===== src/rtl/immediate_encoder.sv =====
`default_nettype none
// ============================================================================
//  Module   : immediate_encoder
//  Purpose  : Reverse immediate lookup. A 16-bit constant is captured on a
//             valid/ready accept. It is then compared against the fixed
//             8-entry immediate table, one entry per clock, in code order
//             0..7. The result is the 3-bit IMIN code that produces the
//             constant, or a miss if the constant is not encodable.
//             Completed hits and misses are counted in saturating counters.
//  Revision : 1.0 - initial release
// ----------------------------------------------------------------------------
//  Ports
//    clk        in   1      rising-edge clock
//    rst        in   1      synchronous active-high reset
//    in_valid   in   1      in_value is presented
//    in_ready   out  1      encoder idle and able to accept (from state reg)
//    in_value   in   16     constant to encode
//    out_valid  out  1      result available, held until out_ready
//    out_ready  in   1      consumer accepts the result
//    out_code   out  3      matching IMIN code, 0 on miss
//    out_hit    out  1      constant is encodable
//    out_value  out  16     echo of the captured constant
//    hit_cnt    out  CNT_W  completed hits, saturating
//    miss_cnt   out  CNT_W  completed misses, saturating
// ============================================================================
module immediate_encoder #(
    parameter int CNT_W = 8
) (
    input  logic             clk,
    input  logic             rst,
    input  logic             in_valid,
    output logic             in_ready,
    input  logic [15:0]      in_value,
    output logic             out_valid,
    input  logic             out_ready,
    output logic [2:0]       out_code,
    output logic             out_hit,
    output logic [15:0]      out_value,
    output logic [CNT_W-1:0] hit_cnt,
    output logic [CNT_W-1:0] miss_cnt
);

    typedef enum logic [1:0] {
        IDLE   = 2'd0,
        SEARCH = 2'd1,
        DONE   = 2'd2
    } state_t;

    localparam logic [2:0]       LAST_IDX = 3'd7;
    localparam logic [CNT_W-1:0] CNT_MAX  = {CNT_W{1'b1}};
    localparam logic [CNT_W-1:0] CNT_ONE  = {{(CNT_W-1){1'b0}}, 1'b1};

    // Fixed immediate table: code -> value produced by the decoder.
    function automatic logic [15:0] table_value(input logic [2:0] code);
        logic [15:0] value;
        case (code)
            3'd0:    value = 16'h0000;
            3'd1:    value = 16'h0001;
            3'd2:    value = 16'h0020;
            3'd3:    value = 16'h0040;
            3'd4:    value = 16'h0060;
            3'd5:    value = 16'hFFFF;
            3'd6:    value = 16'h0090;
            default: value = 16'h0009;
        endcase
        return value;
    endfunction

    state_t      state;
    state_t      state_next;
    logic [2:0]  idx;
    logic        match;
    logic        accept;
    logic        finish_hit;
    logic        finish_miss;
    logic        release_result;

    // ------------------------------------------------------------------------
    // State register
    // ------------------------------------------------------------------------
    always_ff @(posedge clk) begin
        if (rst) begin
            state <= IDLE;
        end else begin
            state <= state_next;
        end
    end

    // ------------------------------------------------------------------------
    // Next-state and handshake decode
    // ------------------------------------------------------------------------
    always_comb begin
        state_next     = state;
        in_ready       = 1'b0;
        accept         = 1'b0;
        finish_hit     = 1'b0;
        finish_miss    = 1'b0;
        release_result = 1'b0;
        // The comparison always uses the captured copy, so in_value may
        // change freely once the search has started.
        match          = (table_value(idx) == out_value);

        case (state)
            IDLE: begin
                in_ready = 1'b1;
                if (in_valid) begin
                    accept     = 1'b1;
                    state_next = SEARCH;
                end
            end
            SEARCH: begin
                if (match) begin
                    finish_hit = 1'b1;
                    state_next = DONE;
                end else if (idx == LAST_IDX) begin
                    finish_miss = 1'b1;
                    state_next  = DONE;
                end
            end
            DONE: begin
                if (out_ready) begin
                    release_result = 1'b1;
                    state_next     = IDLE;
                end
            end
            default: begin
                state_next = IDLE;
            end
        endcase
    end

    // ------------------------------------------------------------------------
    // Datapath: capture, search index, result and statistics registers
    // ------------------------------------------------------------------------
    always_ff @(posedge clk) begin
        if (rst) begin
            idx       <= 3'd0;
            out_value <= 16'h0000;
            out_valid <= 1'b0;
            out_code  <= 3'd0;
            out_hit   <= 1'b0;
            hit_cnt   <= {CNT_W{1'b0}};
            miss_cnt  <= {CNT_W{1'b0}};
        end else begin
            if (accept) begin
                out_value <= in_value;
                idx       <= 3'd0;
            end

            // No match and entries left: advance to the next table entry.
            if (state == SEARCH && !finish_hit && !finish_miss) begin
                idx <= idx + 3'd1;
            end

            if (finish_hit) begin
                out_code  <= idx;
                out_hit   <= 1'b1;
                out_valid <= 1'b1;
                if (hit_cnt != CNT_MAX) begin
                    hit_cnt <= hit_cnt + CNT_ONE;
                end
            end

            if (finish_miss) begin
                out_code  <= 3'd0;
                out_hit   <= 1'b0;
                out_valid <= 1'b1;
                if (miss_cnt != CNT_MAX) begin
                    miss_cnt <= miss_cnt + CNT_ONE;
                end
            end

            // Result stays stable in DONE until the consumer takes it.
            if (release_result) begin
                out_valid <= 1'b0;
            end
        end
    end

endmodule
`default_nettype wire


===== config.mk =====
export PLATFORM = sky130hd
export DESIGN_NAME = immediate_encoder
export DESIGN_NICKNAME = d
export VERILOG_FILES = /design/src/rtl/immediate_encoder.sv
export SDC_FILE = /design/constraint.sdc
export NUM_CORES = 1
export LEC_CHECK = 0
export ABC_AREA = 1
export ABC_CLOCK_PERIOD_IN_PS = 2800
export CORE_MARGIN = 3
export CORE_UTILIZATION = 51
export DETAILED_ROUTE_END_ITERATION = 7
export GPL_ROUTABILITY_DRIVEN = 0
export GPL_TIMING_DRIVEN = 0
export PLACE_DENSITY = 0.85
export SLEW_MARGIN = 40
export SYNTH_ARGS = -nofsm -noshare
export SYNTH_HDL_FRONTEND = slang
export SYNTH_SLANG_ARGS = --single-unit

===== constraint.sdc =====
create_clock -name clk -period 2.8 [get_ports clk]
set_input_delay 0.28 -clock clk [delete_from_list [all_inputs] [get_ports clk]]
set_output_delay 0.28 -clock clk [all_outputs]
set_load 0.05 [all_outputs]

# Word-level counts from Yosys, hierarchy flattened

Index checks and enable logic that the tools add are counted.

Input port bits: 20
Bits in registers: 42
Output and inout port bits: 38
Logic and storage cells: 59

Equality and inequality tests: 15
Reduce and logical (&&, ||, !) cells: 13
Muxes and demuxes: 20
Add/sub/neg operators: 3

Operators with widths:

| operator                                                         | count |
|---|---|
| 16-bit case mux with 7 select lines                              | 1 |
| 8-bit by 1-bit adder with 8-bit output (second input constant)   | 2 |
| 16-bit == test                                                   | 1 |
| 8-bit inequality test (second input constant)                    | 2 |
| 3-bit == test (second input constant)                            | 4 |
| 1-bit 2-to-1 mux                                                 | 12 |
| 2-bit 2-to-1 mux                                                 | 4 |
| 3-bit by 2-bit == test with 1-bit output (second input constant) | 2 |
| 3-bit 2-to-1 mux                                                 | 2 |
| 2-bit case mux with 3 select lines                               | 1 |
| 2-bit inequality test (second input constant)                    | 2 |
| 2-bit AND reduction                                              | 2 |
| 2-bit nonzero test                                               | 2 |
| 2-bit OR reduction                                               | 2 |
| 3-bit by 1-bit adder with 3-bit output (second input constant)   | 1 |
| 3-bit by 1-bit == test with 1-bit output (second input constant) | 1 |
| 3-bit logical NOT                                                | 1 |
| 3-bit inequality test (second input constant)                    | 1 |
| 3-bit AND reduction                                              | 1 |
| 2-bit by 1-bit == test with 1-bit output (second input constant) | 1 |
| 2-bit == test (second input constant)                            | 1 |
| 1-bit logical AND                                                | 2 |
| 1-bit logical NOT                                                | 2 |
| 2-bit logical NOT                                                | 1 |

# Depth between registers and ports, before layout

Gate-level depths: netlist (run 1).

Depth in word-level cells: 9
Depth in mapped cells: 15
Mapped depth without buffers: 15

# Worst setup path after synthesis (run 1)

OpenSTA, ideal clock, no wires.

Path type: register to register
Start point: reg miss_cnt[0]
End point: reg miss_cnt[5]
Setup time: 70 ps
Arrival time: 1898 ps
Data required time: 2730 ps
Period minus slack after synthesis: 1968 ps
Buffers on the path: 0
Stages on the path, launching flop included: 10
Path slack: 832 ps
Cell sequence: dfxtp_1 -> ha_1 -> nand2_1 -> nor2_1 -> nand2_1 -> nor2_1 -> inv_1 -> nand4_1 -> nand2_1 -> a21oi_1

Cells in the longest elaborated chain, start to end: 2
Elaborated cells on any way between the ends: 3
Classes of those cells: add/sub: 1; eq/ne: 1; reduce/logical: 1

RTL lines:

| what                                                                                           | line | RTL |
|---|---|---|
| start: declaration                                                                             | 40   | `output logic [CNT_W-1:0] miss_cnt` |
| start signal: assignment                                                                       | 143  | `miss_cnt <= {CNT_W{1'b0}};` |
| start signal: assignment                                                                       | 169  | `miss_cnt <= miss_cnt + CNT_ONE;` |
| parallel branches: the longest is 2 deep, another holds 8-bit by 1-bit adder with 8-bit output | --   |  |

Several ways; the timed one is not identified.
A chain may end at the register's enable or synchronous reset.

# Worst setup path after layout (run 1)

Start point: reg idx[1]
End point: reg miss_cnt[6]

Cells in the longest elaborated chain, start to end: 6
Elaborated cells on any way between the ends: 14
Classes of those cells: eq/ne: 8; mux: 4; reduce/logical: 2

RTL lines:

| what                                        | line | RTL |
|---|---|---|
| start: declaration                          | 71   | `logic [2:0] idx;` |
| start signal: assignment                    | 152  | `idx <= idx + 3'd1;` |
| 3-bit == test, or another cell as far along | 56   | `case (code)` |
| 16-bit case mux with 7 select lines         | 56   |  |
| 16-bit == test                              | 101  | `match = (table_value(idx) == out_value);` |
| 1-bit 2-to-1 mux *                          | 112  | `if (match) begin` |
| 1-bit 2-to-1 mux *                          | 103  | `case (state)` |
| 2-bit AND reduction (no source line) *      | --   |  |

Mark *: on every way between the ends. The rest lies on a longest branch, timed or not.

==> results of run 1 <==
==> per-stage QoR <==
step                      worst slack (ns)  cell area (µm²)
after detailed placement            0.5901             2700
after CTS                           0.5325             2813
after global routing                0.2926             2813
final                               0.5306             2813
after global placement              0.6276             2700
after floorplan                     0.8318             2079
==> power breakdown <==
| group | internal (W) | leakage [nW] | switching [W] |
|---|---|---|---|
| Sequential | 0.000623 | 0.343 | 0.0000254 |
| Combinational | 0.000106 | 0.748 | 0.000187 |
| Clock | 0.000285 | 0.0573 | 0.000209 |
==> cell usage after synthesis (4+ instances only) <==
| master | number | area, µm² |
|---|---|---|
| o21ai_0 | 20 | 100.1 |
| nand2_1 | 65 | 244.0 |
| inv_1 | 20 | 75.07 |
| ha_1 | 7 | 87.58 |
| clkbuf_1 | 4 | 15.01 |
| a21oi_1 | 22 | 110.1 |
| nor2_1 | 58 | 217.7 |
| nand3_1 | 18 | 90.09 |
| dfxtp_1 | 42 | 840.8 |
| xor2_1 | 10 | 87.58 |
==> sequential cells by signal, summed over array words and instances (netlist names) <==
signal and cells:
out_hit 1, idx 3, state 2, out_value 16, out_valid 1, out_code 3, hit_cnt 8, miss_cnt 8
==> cell families after synthesis <==
| logic type | count (synthesis) | synth area share, % |
|---|---|---|
| xor+xnor | 12 | 5.054 |
| buf+inv | 31 | 5.956 |
| flops | 42 | 40.43 |
| fa+ha+maj | 7 | 4.212 |
| simple gates | 157 | 33.09 |
| compound gates | 46 | 11.25 |
==> worst max-delay path: cells and delay by family, from the launching register on <==
kind                     cells  cell delay, ns
flip-flops                   1            0.43
AO/OA/AOI/OAI                1            0.08
buffers and inverters        1            0.10
adder cells (fa/ha/maj)      1            0.23
AND/OR/NAND/NOR              9            1.30
==> layer usage <==
metal | track usage, % | up-vias | routed length, µm
met4 | 5.106 | 0 | 58
met3 | 6.187 | 6 | 229
met1 | 27.38 | 917 | 2292
met2 | 32.00 | 47 | 2233
met5 | 0 | - | 0
li1 | - | 1072 | -
==> layout by cell type, fill, tap and decap left out <==
master and n:
nand3_1 18, ha_1 7, a21oi_1 22, bufinv_16 1, nor3_1 1, nand2_1 65
buf_6 1, nand3b_1 1, buf_1 3, inv_2 3, nand4_4 1, nand4_1 2
clkbuf_1 4, nor2_1 58, clkdlybuf4s50_1 56, dfxtp_1 42, clkbuf_8 6, nand3_2 3
o21ai_0 20, inv_1 20, o22ai_1 1, nor2_2 2, and2_1 1, nand2_2 3
o211ai_1 1, nor2_4 2, xor2_1 10, xnor2_1 2, o21ai_1 2
==> worst paths after layout <==
check / slack, ns / end / start / depth (start not counted)
setup / recovery: 0.53 / miss_cnt[6] / idx[1] / 12
hold / removal: 0.36 / miss_cnt[0] / rst / 2
setup reg to reg: 0.53 / miss_cnt[6] / idx[1] / 12
hold reg to reg: 0.46 / out_code[2] / out_code[2] / 2
==> cell type report <==
class                           instances  area, µm²  share of cell area (%)
Multi-Input combinational cell        222       1115                   39.64
Sequential cell                        42      840.8                   29.89
Timing Repair Buffer                   56      560.5                   19.93
Inverter                               23      86.33                   3.069
Clock buffer                            6      82.58                   2.936
Tap cell                               48      60.06                   2.135
Buffer                                  8      37.54                   1.335
Clock inverter                          1      30.03                   1.068
==> flow_metrics.env, run 1 <==
export IMPL_status="finished, final reports clean"
export IMPL_slew_headroom_pct=65.37
export IMPL_power_density_nw_per_um2=510.3
export IMPL_synth_async_sr_flop_share_pct=0
export IMPL_antenna_cells=0
export IMPL_hold_violations=0
export IMPL_die_h_um=69.86
export IMPL_postSynthCellCount=295
export IMPL_cts_sinks=42
export IMPL_overflow=0
export IMPL_ys_types=26
export IMPL_synth_warnings=0
export IMPL_dr_total_vias=2042
export IMPL_synth_edf_count=0
export IMPL_hold_ws_ns=0.3571
export IMPL_startpoint_type="register"
export IMPL_cp_slowest_stage_delay_ns=0.43
export IMPL_worst_pin_slew_ns=0.5179
export IMPL_holdCritPathClass="in2reg"
export IMPL_fin_worst_skew_ns=0.008300
export IMPL_drt_wirelength_per_cell_um=11.85
export IMPL_crit_type="reg2reg"
export IMPL_synth_main_ff_cell="dfxtp_1"
export IMPL_fill_cells=306
export IMPL_synthToLayoutAreaGrowth_pct=35.26
export IMPL_cts_hold_buffers=0
export IMPL_start_util_pct=54.74
export IMPL_dp_cells=399
export IMPL_p_leak_nw=1.148
export IMPL_fin_tns_setup_ns=0
export IMPL_cts_setup_buffers=0
export IMPL_path_cells="inv_1 > ha_1 > nor2_1 > nand3_2 > nand2_1 > nand2_1 > nand2_1 > nor2_4 > nand3_2 > nand4_1 > nand2_1 > a21oi_1"
export IMPL_grt_util_all_layers_pct=20.40
export IMPL_portBuffers=56
export IMPL_clkLatencyLatePin_ns=0.30
export IMPL_row_count=22
export IMPL_maxCapViolCount=0
export IMPL_synth_nets=322
export IMPL_drt_iter0_markers=92
export IMPL_nNetsFinal=385
export IMPL_avgSynthCellArea_um2=7.049
export IMPL_hpwl_um=3551
export IMPL_yosysSeqAreaShare_pct=40.43
export IMPL_worstPathArrival_ns=2.44
export IMPL_htreeDepth=2
export IMPL_final_max_slew_viol_count=0
export IMPL_report_power_total_w=0.001435
export IMPL_syn_area_um2=2079
export IMPL_finalSetupViolCount=0
export IMPL_fin_crit_ns=2.269
export IMPL_grt_max_degree=13
export IMPL_cp_slowest_cell="dfxtp_1"
export IMPL_drive_above_1_share_pct=6.145
export IMPL_clk_pin_slew_ns=0.08
export IMPL_fin_crit_sh_pct=81.05
export IMPL_grt_pass1_vias=1788
export IMPL_pin_count=58
export IMPL_cts_resized=0
export IMPL_wl_um=4813
export IMPL_grt_pass1_wl_um=8190
export IMPL_core_area_um2=3799
export IMPL_rsz0062_at_grt="false"
export IMPL_die_area_um2=4880
export IMPL_cts_tree="yes"
export IMPL_fmaxAchievable_mhz=440.6
export IMPL_antenna_found_initial=0
export IMPL_stdcell_count=406
export IMPL_routed_via_density=5.030
export IMPL_peakVddDrop_uv=326.7
export IMPL_cp_end_kind="register"
export IMPL_cts_buffers=5
export IMPL_drt_pass1_iter_count=4
export IMPL_clk_path_buf_depth=2
export IMPL_ant_nets=0
export IMPL_cp_max_fo=8
export IMPL_cpMostUsedCell="nand2_1"
export IMPL_required_ns=2.97
export IMPL_drc=0
export IMPL_utilization_pct=74.04
export IMPL_synth_seq_cells=42
export IMPL_die_w_um=69.86
export IMPL_cts_root_buffer="clkbuf_8"
Note: power is estimated with default switching activity, not from simulation.
==> run 2, diff against run 1 <==
--- a/config.mk
+++ b/config.mk
@@ -6,13 +6,13 @@
 export NUM_CORES = 1
 export LEC_CHECK = 0
 export ABC_AREA = 1
-export ABC_CLOCK_PERIOD_IN_PS = 2800
+export ABC_CLOCK_PERIOD_IN_PS = 2000
 export CORE_MARGIN = 3
-export CORE_UTILIZATION = 51
+export CORE_UTILIZATION = 43
 export DETAILED_ROUTE_END_ITERATION = 7
 export GPL_ROUTABILITY_DRIVEN = 0
 export GPL_TIMING_DRIVEN = 0
-export PLACE_DENSITY = 0.85
+export PLACE_DENSITY = 0.77
 export SLEW_MARGIN = 40
 export SYNTH_ARGS = -nofsm -noshare
 export SYNTH_HDL_FRONTEND = slang
==> constraint.sdc (replaced) <==
create_clock -name clk -period 2 [get_ports clk]
set_input_delay 0.2 -clock clk [delete_from_list [all_inputs] [get_ports clk]]
set_output_delay 0.2 -clock clk [all_outputs]
set_load 0.05 [all_outputs]
==> flow_metrics.env, run 2 (synthesis gave the netlist of run 1 again) <==
export IMPL_status="finished, final reports clean"
export IMPL_critPathBufInv=1
export IMPL_worst_pin_slew_ns=0.5120
export IMPL_cp_slowest_cell="dfxtp_4"
export IMPL_core_area_um2=4504
export IMPL_routed_via_density=5.014
export IMPL_start_util_pct=46.17
export IMPL_finalSetupViolCount=0
export IMPL_r2r_slack_ns=0.06
export IMPL_cp_max_fo=8
export IMPL_final_cell_mix="nor2_1 (56), clkdlybuf4s50_1 (56), nand2_1 (55)"
export IMPL_peakVddDrop_uv=455.8
export IMPL_grt_util_all_layers_pct=18.83
export IMPL_grt_pass1_vias=1895
export IMPL_cts_tree="yes"
export IMPL_synthToLayoutAreaGrowth_pct=43.98
export IMPL_holdCritPathClass="in2reg"
export IMPL_hp_start="rst"
export IMPL_rsz0062_at_grt="true"
export IMPL_top_register="out_value"
export IMPL_worstPathArrival_ns=2.17
export IMPL_hpwl_um=3640
export IMPL_wl_um=5274
export IMPL_clk_pin_slew_ns=0.09
export IMPL_power_density_nw_per_um2=643.4
export IMPL_met2_usage_pct=31.26
export IMPL_antenna_found_initial=0
export IMPL_startpoint_type="register"
export IMPL_p_leak_nw=1.198
export IMPL_pin_count=58
export IMPL_portBuffers=56
export IMPL_grt_busiest_layer="met2"
export IMPL_use_met1_pct=24.08
export IMPL_ant_nets=0
export IMPL_drive_above_1_share_pct=14.17
export IMPL_path_cells="inv_4 > ha_4 > nor2_4 > nand3_4 > nand2_4 > nand2_2 > nand2_2 > nor2_4 > nand3_4 > nand3_4 > nor2_4 > nand2_1 > a21oi_1"
export IMPL_fin_worst_skew_ns=0.008019
export IMPL_cts_hold_buffers=0
export IMPL_clkLatencyLatePin_ns=0.30
export IMPL_report_power_total_w=0.001926
export IMPL_htreeDepth=2
export IMPL_cts_buffers=5
export IMPL_fmaxAchievable_mhz=514.9
export IMPL_grt_max_degree=15
export IMPL_hold_violations=0
export IMPL_antenna_cells=0
export IMPL_fin_crit_ns=1.942
export IMPL_nNetsFinal=393
export IMPL_drt_wirelength_per_cell_um=12.59
export IMPL_cts_root_buffer="clkbuf_8"
export IMPL_rr_worst_depth=13
export IMPL_drt_iter0_markers=76
export IMPL_fill_cells=397
export IMPL_die_w_um=75.54
export IMPL_critPathTopFamily="simple AND/OR/NAND/NOR gates"
export IMPL_dr_total_vias=2101
export IMPL_clk_path_buf_depth=2
export IMPL_final_max_slew_viol_count=0
export IMPL_crit_type="reg2reg"
export IMPL_overflow=0
export IMPL_grtUsageMet3_pct=3.958
export IMPL_largestRegisters="out_value x16, hit_cnt x8, miss_cnt x8"
export IMPL_worstHoldPathCells=2
export IMPL_cp_slowest_stage_delay_ns=0.41
export IMPL_hold_end="miss_cnt[0]"
export IMPL_die_area_um2=5706
export IMPL_row_count=24
export IMPL_slew_headroom_pct=65.76
export IMPL_grt_pass1_wl_um=8411
export IMPL_fin_crit_sh_pct=97.11
export IMPL_drt_pass1_iter_count=4
export IMPL_utilization_pct=66.47
export IMPL_cts_sinks=42
export IMPL_largest_reg_flops=16
export IMPL_drc=0
export IMPL_maxCapViolCount=0
export IMPL_reg2reg_to="miss_cnt[4]"
export IMPL_required_ns=2.23
export IMPL_r2r_start="idx[1]"
export IMPL_cp_end_kind="register"
export IMPL_die_h_um=75.54
[run 2: cell types whose count changed in the layout (fill, tap and decap cells not counted), sizes merged]
cell	before	now
clkinvlp	0	1
clkinv	0	2
bufinv	1	0
clkbuf	10	9
buf	4	12
[run 2: report_power, final]
| group | total [W] | switching (W) | internal [W] |
|---|---|---|---|
| combinational | 0.000464 | 0.000291 | 0.000173 |
| clock | 0.000552 | 0.000306 | 0.000245 |
| sequential | 0.000911 | 0.0000392 | 0.000872 |
| total | 0.00193 | 0.000636 | 0.00129 |
[run 2: routing by layer]
metal | vias to the layer above | routed length, µm
li1 | 1084 | -
met1 | 948 | 2422
met2 | 61 | 2480
met3 | 8 | 284
met4 | 0 | 87
met5 | - | 0
[run 2: timing repair]
action	CTS	global route
setup endpoints to repair	26	26
pin swaps	2	15
buffers inserted	2	6
gates cloned	0	0
resized for setup	9	31
endpoints found under the hold margin	0	0
[run 2: layout make-up]
cell class / count / area [µm²] / area share, %
Multi-Input combinational cell: 222 / 1237 / 41.33
Sequential cell: 42 / 848.3 / 28.33
Timing Repair Buffer: 64 / 620.6 / 20.73
Inverter: 23 / 91.34 / 3.051
Clock buffer: 5 / 68.82 / 2.298
Tap cell: 52 / 65.06 / 2.173
Buffer: 8 / 41.29 / 1.379
Clock inverter: 3 / 21.27 / 0.7104
[run 2: metrics by stage]
stage / TNS, ns / hold WS (ns) / setup slack [ns] / cell area (µm²) / cells
global placement: -2.983 / 0.4646 / -0.1894 / 2705 / 403
detailed placement: -3.649 / 0.4632 / -0.2217 / 2705 / 403
global route: -0.2837 / 0.3016 / -0.05054 / 2994 / 419
floorplan: 0 / 0.3667 / 0.03176 / 2079 / 295
finish: 0 / 0.2822 / 0.05782 / 2994 / 419
CTS: -0.01657 / 0.2740 / -0.01198 / 2830 / 413
[run 2: worst max-delay path by stage]
stage                            from     endpoint  slack [ns]  cells past startpoint
final                          idx[1]  miss_cnt[4]        0.06                     13
after global routing           idx[1]  miss_cnt[4]       -0.05                     13
after global placement         idx[1]  miss_cnt[4]       -0.19                     12
after detailed placement       idx[1]  miss_cnt[0]       -0.22                     12
after CTS                      idx[0]   hit_cnt[6]       -0.01                     12
after floorplan           miss_cnt[0]  miss_cnt[5]        0.03                      9
==> run 3, diff against run 2 <==
--- a/config.mk
+++ b/config.mk
@@ -7,11 +7,13 @@
 export LEC_CHECK = 0
 export ABC_AREA = 1
 export ABC_CLOCK_PERIOD_IN_PS = 2000
+export CAP_MARGIN = 10
 export CORE_MARGIN = 3
 export CORE_UTILIZATION = 43
 export DETAILED_ROUTE_END_ITERATION = 7
 export GPL_ROUTABILITY_DRIVEN = 0
 export GPL_TIMING_DRIVEN = 0
+export HOLD_SLACK_MARGIN = 0.06
 export PLACE_DENSITY = 0.77
 export SLEW_MARGIN = 40
 export SYNTH_ARGS = -nofsm -noshare
==> results of run 3 <==
The final DEF is identical to that of run 2; final timing and power are the same.
